===== src/rtl/keypad_pkg.sv =====
// Shared types and key-map constants for the 4x4 keypad scanner.
package keypad_pkg;

    typedef enum logic [2:0] {
        IDLE,
        LOAD,
        STROBE,
        HOLD,
        WAIT_REL
    } emit_state_t;

    typedef enum logic [1:0] {
        CODE_NONE,
        CODE_KEY,
        CODE_MULTI
    } code_kind_t;

    // idx is row*4+col; forced to zero for NONE and MULTI so frames compare cleanly
    typedef struct packed {
        code_kind_t kind;
        logic [3:0] idx;
    } frame_code_t;

    localparam int          CODE_W     = $bits(frame_code_t);
    localparam frame_code_t FRAME_NONE = '{kind: CODE_NONE, idx: 4'd0};

    localparam logic [3:0] IDX_ADD  = 4'd3;
    localparam logic [3:0] IDX_SUB  = 4'd7;
    localparam logic [3:0] IDX_MUL  = 4'd11;
    localparam logic [3:0] IDX_DIV  = 4'd15;
    localparam logic [3:0] IDX_STAR = 4'd12;
    localparam logic [3:0] IDX_HASH = 4'd14;

    function automatic logic [9:0] digit_onehot(input logic [3:0] idx);
        logic [9:0] oh;
        oh = '0;
        case (idx)
            4'd0:    oh[1] = 1'b1;
            4'd1:    oh[2] = 1'b1;
            4'd2:    oh[3] = 1'b1;
            4'd4:    oh[4] = 1'b1;
            4'd5:    oh[5] = 1'b1;
            4'd6:    oh[6] = 1'b1;
            4'd8:    oh[7] = 1'b1;
            4'd9:    oh[8] = 1'b1;
            4'd10:   oh[9] = 1'b1;
            4'd13:   oh[0] = 1'b1;
            default: oh    = '0;
        endcase
        return oh;
    endfunction

endpackage


===== src/rtl/keypad_debounce.sv =====
// Frame-code debouncer: a code becomes stable after DEBOUNCE_N identical consecutive frames.
module keypad_debounce
    import keypad_pkg::*;
#(
    parameter int DEBOUNCE_N = 4
) (
    input  logic              clk,
    input  logic              rst_n,
    input  logic              frame_vld,
    input  logic [CODE_W-1:0] frame_in,
    output logic [CODE_W-1:0] stable_code,
    output logic              stable_upd
);

    localparam int CNT_W = $clog2(DEBOUNCE_N + 1);

    logic [CODE_W-1:0] cand;
    logic [CNT_W-1:0]  cnt;
    logic [CNT_W-1:0]  cnt_next;
    logic              same;
    logic              reach;

    always_comb begin
        same = (frame_in == cand);
        if (!same)
            cnt_next = CNT_W'(1);
        else if (cnt == CNT_W'(DEBOUNCE_N))
            cnt_next = cnt;
        else
            cnt_next = cnt + 1'b1;
        // fire once on the frame that completes the run, not on every later repeat
        reach = (cnt_next == CNT_W'(DEBOUNCE_N)) && !(same && cnt == CNT_W'(DEBOUNCE_N));
    end

    always_ff @(posedge clk or negedge rst_n) begin
        if (!rst_n) begin
            cand        <= FRAME_NONE;
            cnt         <= '0;
            stable_code <= FRAME_NONE;
            stable_upd  <= 1'b0;
        end else begin
            stable_upd <= 1'b0;
            if (frame_vld) begin
                cand <= frame_in;
                cnt  <= cnt_next;
                if (reach) begin
                    stable_code <= frame_in;
                    stable_upd  <= 1'b1;
                end
            end
        end
    end

endmodule


===== src/rtl/keypad_scan.sv =====
// 4x4 keypad column scanner with debounced single-shot key emission.
// Define KEYPAD_CODE_EN to add the raw key_code/key_vld outputs.
module keypad_scan
    import keypad_pkg::*;
#(
    parameter int SCAN_DIV   = 50000,
    parameter int DEBOUNCE_N = 4,
    parameter int SET_LEN    = 25
) (
    input  logic       clk,
    input  logic       rst_n,
    input  logic [3:0] row,
    output logic [3:0] col,
    output logic [9:0] KEY,
    output logic       Add,
    output logic       Sub,
    output logic       Mul,
    output logic       Div,
    output logic       set,
    output logic       clr
`ifdef KEYPAD_CODE_EN
    ,
    output logic [3:0] key_code,
    output logic       key_vld
`endif
);

    localparam int DIV_W = (SCAN_DIV > 1) ? $clog2(SCAN_DIV) : 1;
    localparam int SET_W = $clog2(SET_LEN + 1);

    // rows idle high, so the synchroniser clears to the released level
    logic [3:0] row_meta, row_sync;
    always_ff @(posedge clk or negedge rst_n) begin
        if (!rst_n) begin
            row_meta <= '1;
            row_sync <= '1;
        end else begin
            row_meta <= row;
            row_sync <= row_meta;
        end
    end

    logic [DIV_W-1:0] dwell_cnt;
    logic [1:0]       col_idx;
    logic             dwell_end;

    assign dwell_end = (dwell_cnt == DIV_W'(SCAN_DIV - 1));
    assign col       = ~(4'b0001 << col_idx);

    always_ff @(posedge clk or negedge rst_n) begin
        if (!rst_n) begin
            dwell_cnt <= '0;
            col_idx   <= '0;
        end else if (dwell_end) begin
            dwell_cnt <= '0;
            col_idx   <= col_idx + 2'd1;
        end else begin
            dwell_cnt <= dwell_cnt + 1'b1;
        end
    end

    logic              acc_found, acc_multi;
    logic [3:0]        acc_idx;
    logic [2:0]        hit_cnt;
    logic [1:0]        hit_row;
    logic              sum_found, sum_multi;
    logic [3:0]        sum_idx;
    frame_code_t       frame_code;
    logic              frame_vld;
    logic [CODE_W-1:0] frame_q;

    always_comb begin
        hit_cnt = '0;
        hit_row = '0;
        for (int unsigned r = 0; r < 4; r++) begin
            if (!row_sync[r]) begin
                if (hit_cnt == 3'd0)
                    hit_row = 2'(r);
                hit_cnt = hit_cnt + 3'd1;
            end
        end
        sum_found = acc_found | (hit_cnt != 3'd0);
        sum_multi = acc_multi | (hit_cnt > 3'd1) | (acc_found & (hit_cnt != 3'd0));
        sum_idx   = acc_found ? acc_idx : {hit_row, col_idx};
        frame_code = FRAME_NONE;
        if (sum_multi)
            frame_code = '{kind: CODE_MULTI, idx: 4'd0};
        else if (sum_found)
            frame_code = '{kind: CODE_KEY, idx: sum_idx};
    end

    always_ff @(posedge clk or negedge rst_n) begin
        if (!rst_n) begin
            acc_found <= 1'b0;
            acc_multi <= 1'b0;
            acc_idx   <= '0;
            frame_vld <= 1'b0;
            frame_q   <= FRAME_NONE;
        end else begin
            frame_vld <= 1'b0;
            if (dwell_end) begin
                if (col_idx == 2'd3) begin
                    frame_vld <= 1'b1;
                    frame_q   <= frame_code;
                    acc_found <= 1'b0;
                    acc_multi <= 1'b0;
                    acc_idx   <= '0;
                end else begin
                    acc_found <= sum_found;
                    acc_multi <= sum_multi;
                    acc_idx   <= sum_idx;
                end
            end
        end
    end

    logic [CODE_W-1:0] stable_bits;
    logic              stable_upd;
    frame_code_t       stable;

    keypad_debounce #(
        .DEBOUNCE_N(DEBOUNCE_N)
    ) u_debounce (
        .clk        (clk),
        .rst_n      (rst_n),
        .frame_vld  (frame_vld),
        .frame_in   (frame_q),
        .stable_code(stable_bits),
        .stable_upd (stable_upd)
    );

    assign stable = frame_code_t'(stable_bits);

    emit_state_t      state, state_next;
    logic [3:0]       key_idx;
    logic [SET_W-1:0] set_cnt;
    logic             none_seen;
    logic             hold_out;

    // none_seen needs an observed stable NONE; the reset value of the stable
    // code does not count, so a key held through reset is never emitted
    always_ff @(posedge clk or negedge rst_n) begin
        if (!rst_n) begin
            state     <= IDLE;
            key_idx   <= '0;
            set_cnt   <= '0;
            none_seen <= 1'b0;
        end else begin
            state <= state_next;
            if (stable_upd)
                none_seen <= (stable.kind == CODE_NONE);
            if (state == IDLE && state_next == LOAD)
                key_idx <= stable.idx;
            if (state == STROBE)
                set_cnt <= set_cnt + 1'b1;
            else
                set_cnt <= '0;
        end
    end

    always_comb begin
        state_next = state;
        hold_out   = 1'b0;
        set        = 1'b0;
        clr        = 1'b0;
        KEY        = '0;
        Add        = 1'b0;
        Sub        = 1'b0;
        Mul        = 1'b0;
        Div        = 1'b0;
        case (state)
            IDLE: begin
                if (stable_upd && stable.kind == CODE_KEY && none_seen)
                    state_next = LOAD;
                else if (stable_upd && stable.kind != CODE_NONE)
                    state_next = WAIT_REL;
            end
            LOAD: begin
                hold_out = 1'b1;
                if (key_idx == IDX_STAR) begin
                    clr        = 1'b1;
                    state_next = WAIT_REL;
                end else begin
                    state_next = STROBE;
                end
            end
            STROBE: begin
                hold_out = 1'b1;
                set      = 1'b1;
                if (set_cnt == SET_W'(SET_LEN - 1))
                    state_next = HOLD;
            end
            HOLD: begin
                hold_out   = 1'b1;
                state_next = WAIT_REL;
            end
            WAIT_REL: begin
                if (stable.kind == CODE_NONE)
                    state_next = IDLE;
            end
            default: state_next = IDLE;
        endcase
        if (hold_out) begin
            KEY = digit_onehot(key_idx);
            Add = (key_idx == IDX_ADD);
            Sub = (key_idx == IDX_SUB);
            Mul = (key_idx == IDX_MUL);
            Div = (key_idx == IDX_DIV);
        end
    end

`ifdef KEYPAD_CODE_EN
    assign key_code = key_idx;
    assign key_vld  = (state == LOAD);
`endif

endmodule


===== config.mk =====
export PLATFORM = sky130hd
export DESIGN_NAME = keypad_scan
export DESIGN_NICKNAME = d
export VERILOG_FILES = /design/src/rtl/keypad_pkg.sv /design/src/rtl/keypad_debounce.sv /design/src/rtl/keypad_scan.sv
export SDC_FILE = /design/constraint.sdc
export NUM_CORES = 1
export LEC_CHECK = 0
export CORE_MARGIN = 3
export CORE_UTILIZATION = 35
export DETAILED_ROUTE_END_ITERATION = 6
export GPL_TIMING_DRIVEN = 0
export PLACE_DENSITY = 0.56
export SYNTH_ARGS = -nofsm -noshare
export SYNTH_HDL_FRONTEND = slang
export SYNTH_HIERARCHICAL = 1
export SYNTH_SLANG_ARGS = --single-unit

===== constraint.sdc =====
create_clock -name clk -period 4.1 [get_ports clk]
set_input_delay 0.82 -clock clk [delete_from_list [all_inputs] [get_ports clk]]
set_output_delay 0.82 -clock clk [all_outputs]
set_load 0.02 [all_outputs]

After elaboration in Yosys (flattened, before gate mapping)
Cells that the tools add are included.
W data, S select, Z words.
Word-level totals
  RAM bits: 0
  word-level logic and storage cells: 124
  register bits: 68
  input port bits: 6
  latch bits: 0
  memories kept: 0
  bits in read-only memories: 0
  output and inout port bits: 20
Cells by class
  add/sub/neg operators: 7
  multiply operators: 0
  multiplexer cells: 49
  bitwise gates (word level): 5
  divide/modulo/power cells: 0
  equal/unequal tests: 26
  shift operators: 1
  reduce and logical (&&, ||, !) cells: 18
  magnitude comparators: 1
Operators with widths (count)
  $mux W3: 10
  $eq A4 B4 Y1 const B: 7
  $mux W1: 27
  $add A16 B1 Y16 const B: 1
  $eq A16 B16 Y1 const B: 1
  $eq A4 B3 Y1 const B: 4
  $mux W16: 1
  $pmux W3 S5: 1
  $add A3 B1 Y3 const B: 4
  $logic_not A3 Y1: 4
  $mux W10: 1
  $mux W5: 2
  $eq A3 B3 Y1 const B: 3
  $eq A4 B2 Y1 const B: 2
  $mux W2: 4
  $mux W4: 2
  $eq A3 B1 Y1 const B: 2
  $eq A3 B2 Y1 const B: 2
  $eq A6 B6 Y1: 1
  $logic_and A1 B1 Y1: 6
  $mux W6: 1
  $add A5 B1 Y5 const B: 1
  $eq A5 B5 Y1 const B: 1
  $eq A4 B1 Y1 const B: 1
  15 further kinds: 18

Longest topological paths before layout
Gate-level depths: netlist of the first run.
  depth in word-level cells: 11
  gate-level depth with buffers: 11
  mapped depth without buffers: 10

Cells and area by module
The synthesis of the first run kept the hierarchy.
Modules (own cells, without submodules)
  keypad_scan: times used 1, area each 2675.1 um^2, cells an instance 262, sequential area each 1311.3 um^2
  keypad_debounce: times used 1, area each 767.0 um^2, cells an instance 60, sequential area each 400.4 um^2

Least setup slack after synthesis of the first run
No wires, ideal clock.
  kind: register to register
  from: register row_sync[0]
  to: register frame_q[0]
  data required time: 3979 ps
  library setup time: 121 ps
  buffers on the path: 1
  arrival time: 2802 ps
  clock period less this slack: 2923 ps
  stages on the path, launching flop included: 12
  setup slack: 1177 ps
  cells stage by stage: dfstp_2 inv_1 ha_1 buf_6 xnor2_1 inv_1 ha_1 nor3_1 a311oi_1 a2111oi_0 nor4_4 a22o_1
Between the ends
  cells in the longest elaborated chain, start to end: 11
  elaborated cells on any way between the ends: 15
  classes of those cells: add/sub: 3; order compare: 1; mux: 6; bitwise: 4; reduce/logical: 1
RTL lines
  start: declaration: RTL line keypad_scan.sv:32  | logic [3:0] row_meta, row_sync;
  start signal: assignment: RTL line keypad_scan.sv:39  | row_sync <= row_meta;
  $mux W1 *: RTL line keypad_scan.sv:76  | if (!row_sync[r]) begin
  $add A3 B1 Y3: RTL line keypad_scan.sv:79  | hit_cnt = hit_cnt + 3'd1;
  $mux W3 *: RTL line keypad_scan.sv:76
  $add A3 B1 Y3: RTL line keypad_scan.sv:79
  $mux W3 *: RTL line keypad_scan.sv:76
  $add A3 B1 Y3: RTL line keypad_scan.sv:79
  $mux W3 *: RTL line keypad_scan.sv:76
  $gt A3 B1 Y1 or $reduce_bool A3 Y1 (tied branches): RTL line keypad_scan.sv:83, keypad_scan.sv:82
  $or A1 B1 Y1, or another cell as far along: RTL line keypad_scan.sv:83  | sum_multi = acc_multi | (hit_cnt > 3'd1) | (acc_found & (hit_cnt != 3'd0));
  $or A1 B1 Y1 or $mux W5 (tied branches): RTL line keypad_scan.sv:83, keypad_scan.sv:88
  $mux W6 *: RTL line keypad_scan.sv:86  | if (sum_multi)
  end signal: assignment: RTL line keypad_scan.sv:104  | frame_q <= frame_code;
  end: declaration: RTL line keypad_scan.sv:70  | logic [CODE_W-1:0] frame_q;
Every way passes the cells marked *; elsewhere a longest branch is shown, timed or not.
A chain may end at the register's enable or synchronous reset.

Worst setup path in the final report of the first run
Ends and elaborated chain as after synthesis.

==> results.cfg, run 1 <==
[global_route]
use_met1 = 0.146
grt_max_degree = 69
antenna_found_initial = 0
grtUsageMet3 = 0.0210
top_usage_layer = met2
grt_use_total = 0.115
grt_pass1_wl_mm = 10.5
met2_usage = 0.189
grt_overflow_total = 0
grt_pass1_vias = 2332

[synthesis]
syn_nets = 342
syn_area_per_cell_um2 = 10.7
synth_seq_cells = 68
syn-cell-area_mm2 = 0.00344
async_flop_share = 1.00
synth_cells = 322
ys_seq_area_frac = 0.497
synth_edf_count = 0
ys_warn_count = 6
ys_types = 51
synth_ff_type = dfrtp_1

[die]
rows = 35
start_util = 0.366
ios = 26
core_mm2 = 0.00942
fp.dieH_um = 105
die_w_um = 105
die_area_mm2 = 0.0111

[clock_tree]
clock_sinks = 68
clock_path_buffers = 2
clkTransAtPathRegs_ns = 0.07
clock_latency_ns = 0.33
htreeDepth = 3
clockRootBuffer = clkbuf_8
cts_buffers = 9
postCtsSetupBuffers = 0
ctsResizeCount = 0
tritoncts = yes
cts-hold-fix-buffers = 0

[worst_setup_path]
cp_num_buf_inv = 3
cpMaxStageDelayCell = a2111oi_0
crit_family = compound AO/OA/AOI/OAI gates
crit_path_cell_trace = inv_1, ha_1, buf_6, xnor2_1, inv_1, ha_1, nor3_1, a311oi_1, a2111oi_0, nor4_4, a22o_1
max_stage_delay_ns = 0.95
end_kind = flop
arrival_ns = 3.48
start_kind = flop
crit_start = row_sync[0]$_DFF_PN1_
worst_ep_required_time_ns = 4.33
r2r-start = row_sync[0]$_DFF_PN1_
critPathKind = reg2reg
cp_max_fo = 8

[pwr]
p_per_area_mw_per_mm2 = 320
p_leak_uw = 0.00185
ir_drop_uv = 146

[run]
drv_cap = 0

[finish]
drive_above_1_share = 0.149
fin_nets = 378
utilization = 0.430
layout_commonest_cell = dfrtp_1
final_cell_mix = dfrtp_1, nor2_1, clkdlybuf4s50_1
antenna_cells = 0
fin_area_mm2 = 0.00405
area_growth_pct = 17.6

[timing]
finalSetupViolCount = 0
rsz0062_at_grt = no
setup_slack_ns = 0.855
finClkSkew_ns = 0.00651
fin_setup_tns_ns = 0
tightest_slew_ns = 1.09
max_freq_ghz = 0.308
hold_violations = 0
max_slew_margin = 0.254
drv_slew = 0
final.period_utilization = 0.792
fin_crit_ns = 3.25

[placed_design]
gp_congestion = 0.777
placed_area_mm2 = 0.00385
hpwl_mm = 4.25
port_buffers = 25
dp_slack_ns = 0.853

[drt]
drt_iter0_drc = 96
viasPerCell = 4.84
vias = 2383
wl_per_cell_um = 12.2
firstDrtPassIters = 4
drtAntennaViolNets = 0
drt_wl_total_mm = 6.01
drc = 0

[outcome]
status = finished, final reports clean

[hold_path]
worstHoldPathType = reg2reg
min_from = row_meta[1]$_DFF_PN1_
## synth_stat cells (2+ instances only)
cell type | instances | area (um2)
a21oi_1 | 9 | 45.0
a22o_1 | 4 | 35.0
a31oi_1 | 4 | 25.0
and3_1 | 3 | 18.8
buf_2 | 2 | 10.0
buf_6 | 2 | 22.5
clkbuf_1 | 5 | 18.8
dfrtp_1 | 60 | 1500
dfstp_2 | 8 | 210
ha_1 | 14 | 175
inv_1 | 20 | 75.1
mux2_2 | 18 | 203
mux2i_1 | 2 | 20.0
nand2_1 | 23 | 86.3
nand2b_1 | 6 | 37.5
nand3_1 | 12 | 60.1
nand3b_1 | 5 | 37.5
nand4_1 | 4 | 25.0
nand4b_1 | 2 | 17.5
nor2_1 | 40 | 150
nor2b_1 | 3 | 18.8
nor3_1 | 8 | 40.0
nor4_4 | 4 | 85.1
o21ai_0 | 11 | 55.1
o22ai_1 | 2 | 12.5
xnor2_1 | 12 | 105
xor2_1 | 15 | 131
## per-stage QoR
stage / hold WS (ns) / std cells / total power [uW]
floorplan: 0.345 / 322 / 728
global placement: 0.345 / 476 / 753
detailed placement: 0.347 / 476 / 754
CTS: 0.357 / 492 / 1320
global route: 0.361 / 492 / 1350
finish: 0.357 / 492 / 1300
## layer usage
layer / share of wire / vias up / wire length, um
met5: 0 / - / 0
met4: 0.023 / 0 / 138
met3: 0.029 / 11 / 177
met2: 0.48 / 35 / 2870
met1: 0.47 / 1160 / 2830
li1: - / 1177 / -
## worst paths after layout
| path | cells past startpoint | end | slack (ns) |
|---|---|---|---|
| worst max-delay path | 11 | frame_q[0]$_DFFE_PN0P_ | 0.85 |
| worst min register to register | 0 | row_sync[1]$_DFF_PN1_ | 0.36 |
| min in group asynchronous | 1 | dwell_cnt[12]$_DFF_PN0_ | 0.58 |
| worst max register to register | 11 | frame_q[0]$_DFFE_PN0P_ | 0.85 |
| worst min-delay path | 0 | row_sync[1]$_DFF_PN1_ | 0.36 |
| max in group asynchronous | 1 | key_idx[0]$_DFFE_PN0P_ | 2.94 |
## sequential cells by signal, indices dropped and copies added (netlist names)
name	flops
frame_vld	1
state	3
key_idx	4
col_idx	2
u_debounce/stable_upd	1
none_seen	1
acc_found	1
frame_q	6
set_cnt	5
row_meta	4
dwell_cnt	16
acc_idx	4
u_debounce/cand	6
u_debounce/stable_code	6
row_sync	4
acc_multi	1
u_debounce/cnt	3
## layout make-up
class,instances,area [um2]
Inverter,20,75.1
Clock buffer,15,166
Timing Repair Buffer,25,248
Sequential cell,68,1710
Tap cell,129,161
Multi-Input combinational cell,225,1600
Fill cell,911,5370
Buffer,9,51.3
Clock inverter,1,30.0
## logic make-up after synthesis
| group | synth area share |
|---|---|
| AO/OA/AOI/OAI | 0.0763 |
| adder cells (fa/ha/maj) | 0.0509 |
| flip-flops | 0.497 |
| AND/OR/NAND/NOR | 0.205 |
| multiplexers | 0.0647 |
| buffers and inverters | 0.0367 |
| XOR/XNOR | 0.0687 |
## power by group
part	internal [uW]	total [uW]	switching, uW	leakage [uW]
logic	21.5	60.5	39.0	0.000845
registers	678	680	1.94	0.000908
clock network	316	556	240	0.0000979
Power figures use the tool's default switching activity.
==> run 2: changes to the inputs <==
Settings changed: PLACE_DENSITY 0.56 to 0.58.
Clock period 4.1 ns to 2.7 ns, I/O delays scaled along.
==> run 2 against run 1 <==
Compared with the run above:
- total power grew 60%
- register-to-register slack worse by 0.72 ns
- via count decreased by 0.63%
- sequential share of layout area fell by 0.90 points
- sequential cell count stayed put
- global-route usage grew 0.12 points
- non-clock buffer count did not move
- utilization up 0.97 points
- setup slack got worse by 0.72 ns
- first-iteration DRC count is 31% lower
- critical endpoint unchanged
- highest routed layer unchanged
==> results.cfg, run 2 (synthesis results as in run 1) <==
[worst_setup_path]
r2r-start = row_sync[2]$_DFF_PN1_
start_kind = flop
cp_max_fo = 10
worst_ep_required_time_ns = 2.92
end_kind = flop
critPathKind = reg2reg
arrival_ns = 2.79
crit_path_cell_trace = buf_2, mux2i_2, inv_1, ha_1, nor2b_1, xnor2_1, a2111oi_4, nor4_4, a22o_1
crit_start = row_sync[2]$_DFF_PN1_
cpMaxStageDelayCell = dfstp_2
max_stage_delay_ns = 0.55

[die]
start_util = 0.366
fp.dieH_um = 105
core_mm2 = 0.00942
ios = 26
die_area_mm2 = 0.0111
rows = 35
die_w_um = 105

[outcome]
status = finished, final reports clean

[drt]
drtAntennaViolNets = 0
firstDrtPassIters = 4
drt_iter0_drc = 66
vias = 2368
drc = 0
wl_per_cell_um = 12.1
drt_wl_total_mm = 5.94
viasPerCell = 4.81

[clock_tree]
clock_path_buffers = 2
clock_sinks = 68
cts-hold-fix-buffers = 0
clock_latency_ns = 0.33
tritoncts = yes
htreeDepth = 3
clockRootBuffer = clkbuf_8
postCtsSetupBuffers = 0
clkTransAtPathRegs_ns = 0.07
cts_buffers = 9

[pwr]
power.total_uw = 2080
p_leak_uw = 0.00191
p_per_area_mw_per_mm2 = 502
ir_drop_uv = 281

[timing]
final.period_utilization = 0.950
tightest_slew_ns = 0.926
max_freq_ghz = 0.390
finalSetupViolCount = 0
hold_violations = 0
worst_hold_slack_ns = 0.312
max_slew_margin = 0.377
finClkSkew_ns = 0.00748
drv_slew = 0
fin_crit_ns = 2.57

[finish]
largest_reg_flops = 16
final_cell_mix = dfrtp_1, nor2_1, nand2_1
largest-register = dwell_cnt
utilization = 0.440
antenna_cells = 0
layout_commonest_cell = dfrtp_1
area_growth_pct = 20.2
drive_above_1_share = 0.174
fin_nets = 378

[placed_design]
gp_congestion = 0.777
port_buffers = 25
hpwl_mm = 4.25

[global_route]
grt_pass1_wl_mm = 10.6
grt_use_total = 0.116
grt_max_degree = 69
grt_overflow_total = 0
antenna_found_initial = 0
grt_pass1_vias = 2339

[run]
drv_cap = 0

[hold_path]
worstHoldPathType = in2async
==> run 2: metal layers <==
layer  wire length (um)  vias to the layer above  global-route usage  share of wire
met5                  0                        -                   0              0
met4                102                        0              0.0534          0.017
met3                200                        8              0.0235          0.034
met2               2880                       38               0.199           0.49
met1               2750                     1140               0.141           0.46
li1                   -                     1182                   -              -
==> run 2: repair_timing <==
action,in CTS,in global routing
setup endpoints to repair,5,8
resized for setup,2,7
gates cloned,0,0
pin swaps,1,2
==> run 2: layout make-up <==
class                   count  area [um2]
plain buffers               9        51.3
clock buffers              13         159
clock inverters             3        68.8
fillers                   880        5280
inverters                  20        75.1
multi-input cells         225        1660
flip-flops and latches     68        1710
well taps                 129         161
repair buffers             25         253
==> run 2: path summary, 6_finish.rpt <==
path | slack, ns | to | cells after the start
worst max-delay path | 0.13 | frame_q[0]$_DFFE_PN0P_ | 9
worst min-delay path | 0.31 | state[1]$_DFF_PN0_ | 1
worst max register to register | 0.13 | frame_q[0]$_DFFE_PN0P_ | 9
worst min register to register | 0.35 | row_sync[2]$_DFF_PN1_ | 0
max in group asynchronous | 1.83 | state[1]$_DFF_PN0_ | 1
min in group clk | 0.35 | row_sync[2]$_DFF_PN1_ | 0
==> run 2: critical path, delay by kind of cell (launching register included) <==
| family | cells | cell delay (ns) |
|---|---|---|
| buffers and inverters | 2 | 0.33 |
| muxes | 1 | 0.33 |
| DFF | 1 | 0.55 |
| AOI/OAI and AO/OA | 2 | 0.60 |
| and+or+nand+nor | 2 | 0.25 |
| adders and majority gates | 1 | 0.26 |
| xor gates and xnor gates | 1 | 0.15 |
==> run 2: report_power, final <==
group,switching (uW),internal (uW),total (uW),leakage [uW]
Clock,360,573,934,0.000114
Combinational,67.3,43.2,111,0.000892
Sequential,2.95,1030,1030,0.000907
Total,431,1650,2080,0.00191
==> run 2: per-stage QoR <==
| step | cell area, um2 | cells | worst slack (ns) | TNS [ns] |
|---|---|---|---|---|
| global placement | 3860 | 476 | -1.23 | -77.24 |
| detailed placement | 3860 | 476 | -0.0793 | -0.329 |
| CTS | 4100 | 492 | 0.00294 | 0 |
| floorplan | 3450 | 322 | 0.0747 | 0 |
| global route | 4140 | 492 | -0.00450 | -0.00450 |
| finish | 4140 | 492 | 0.135 | 0 |
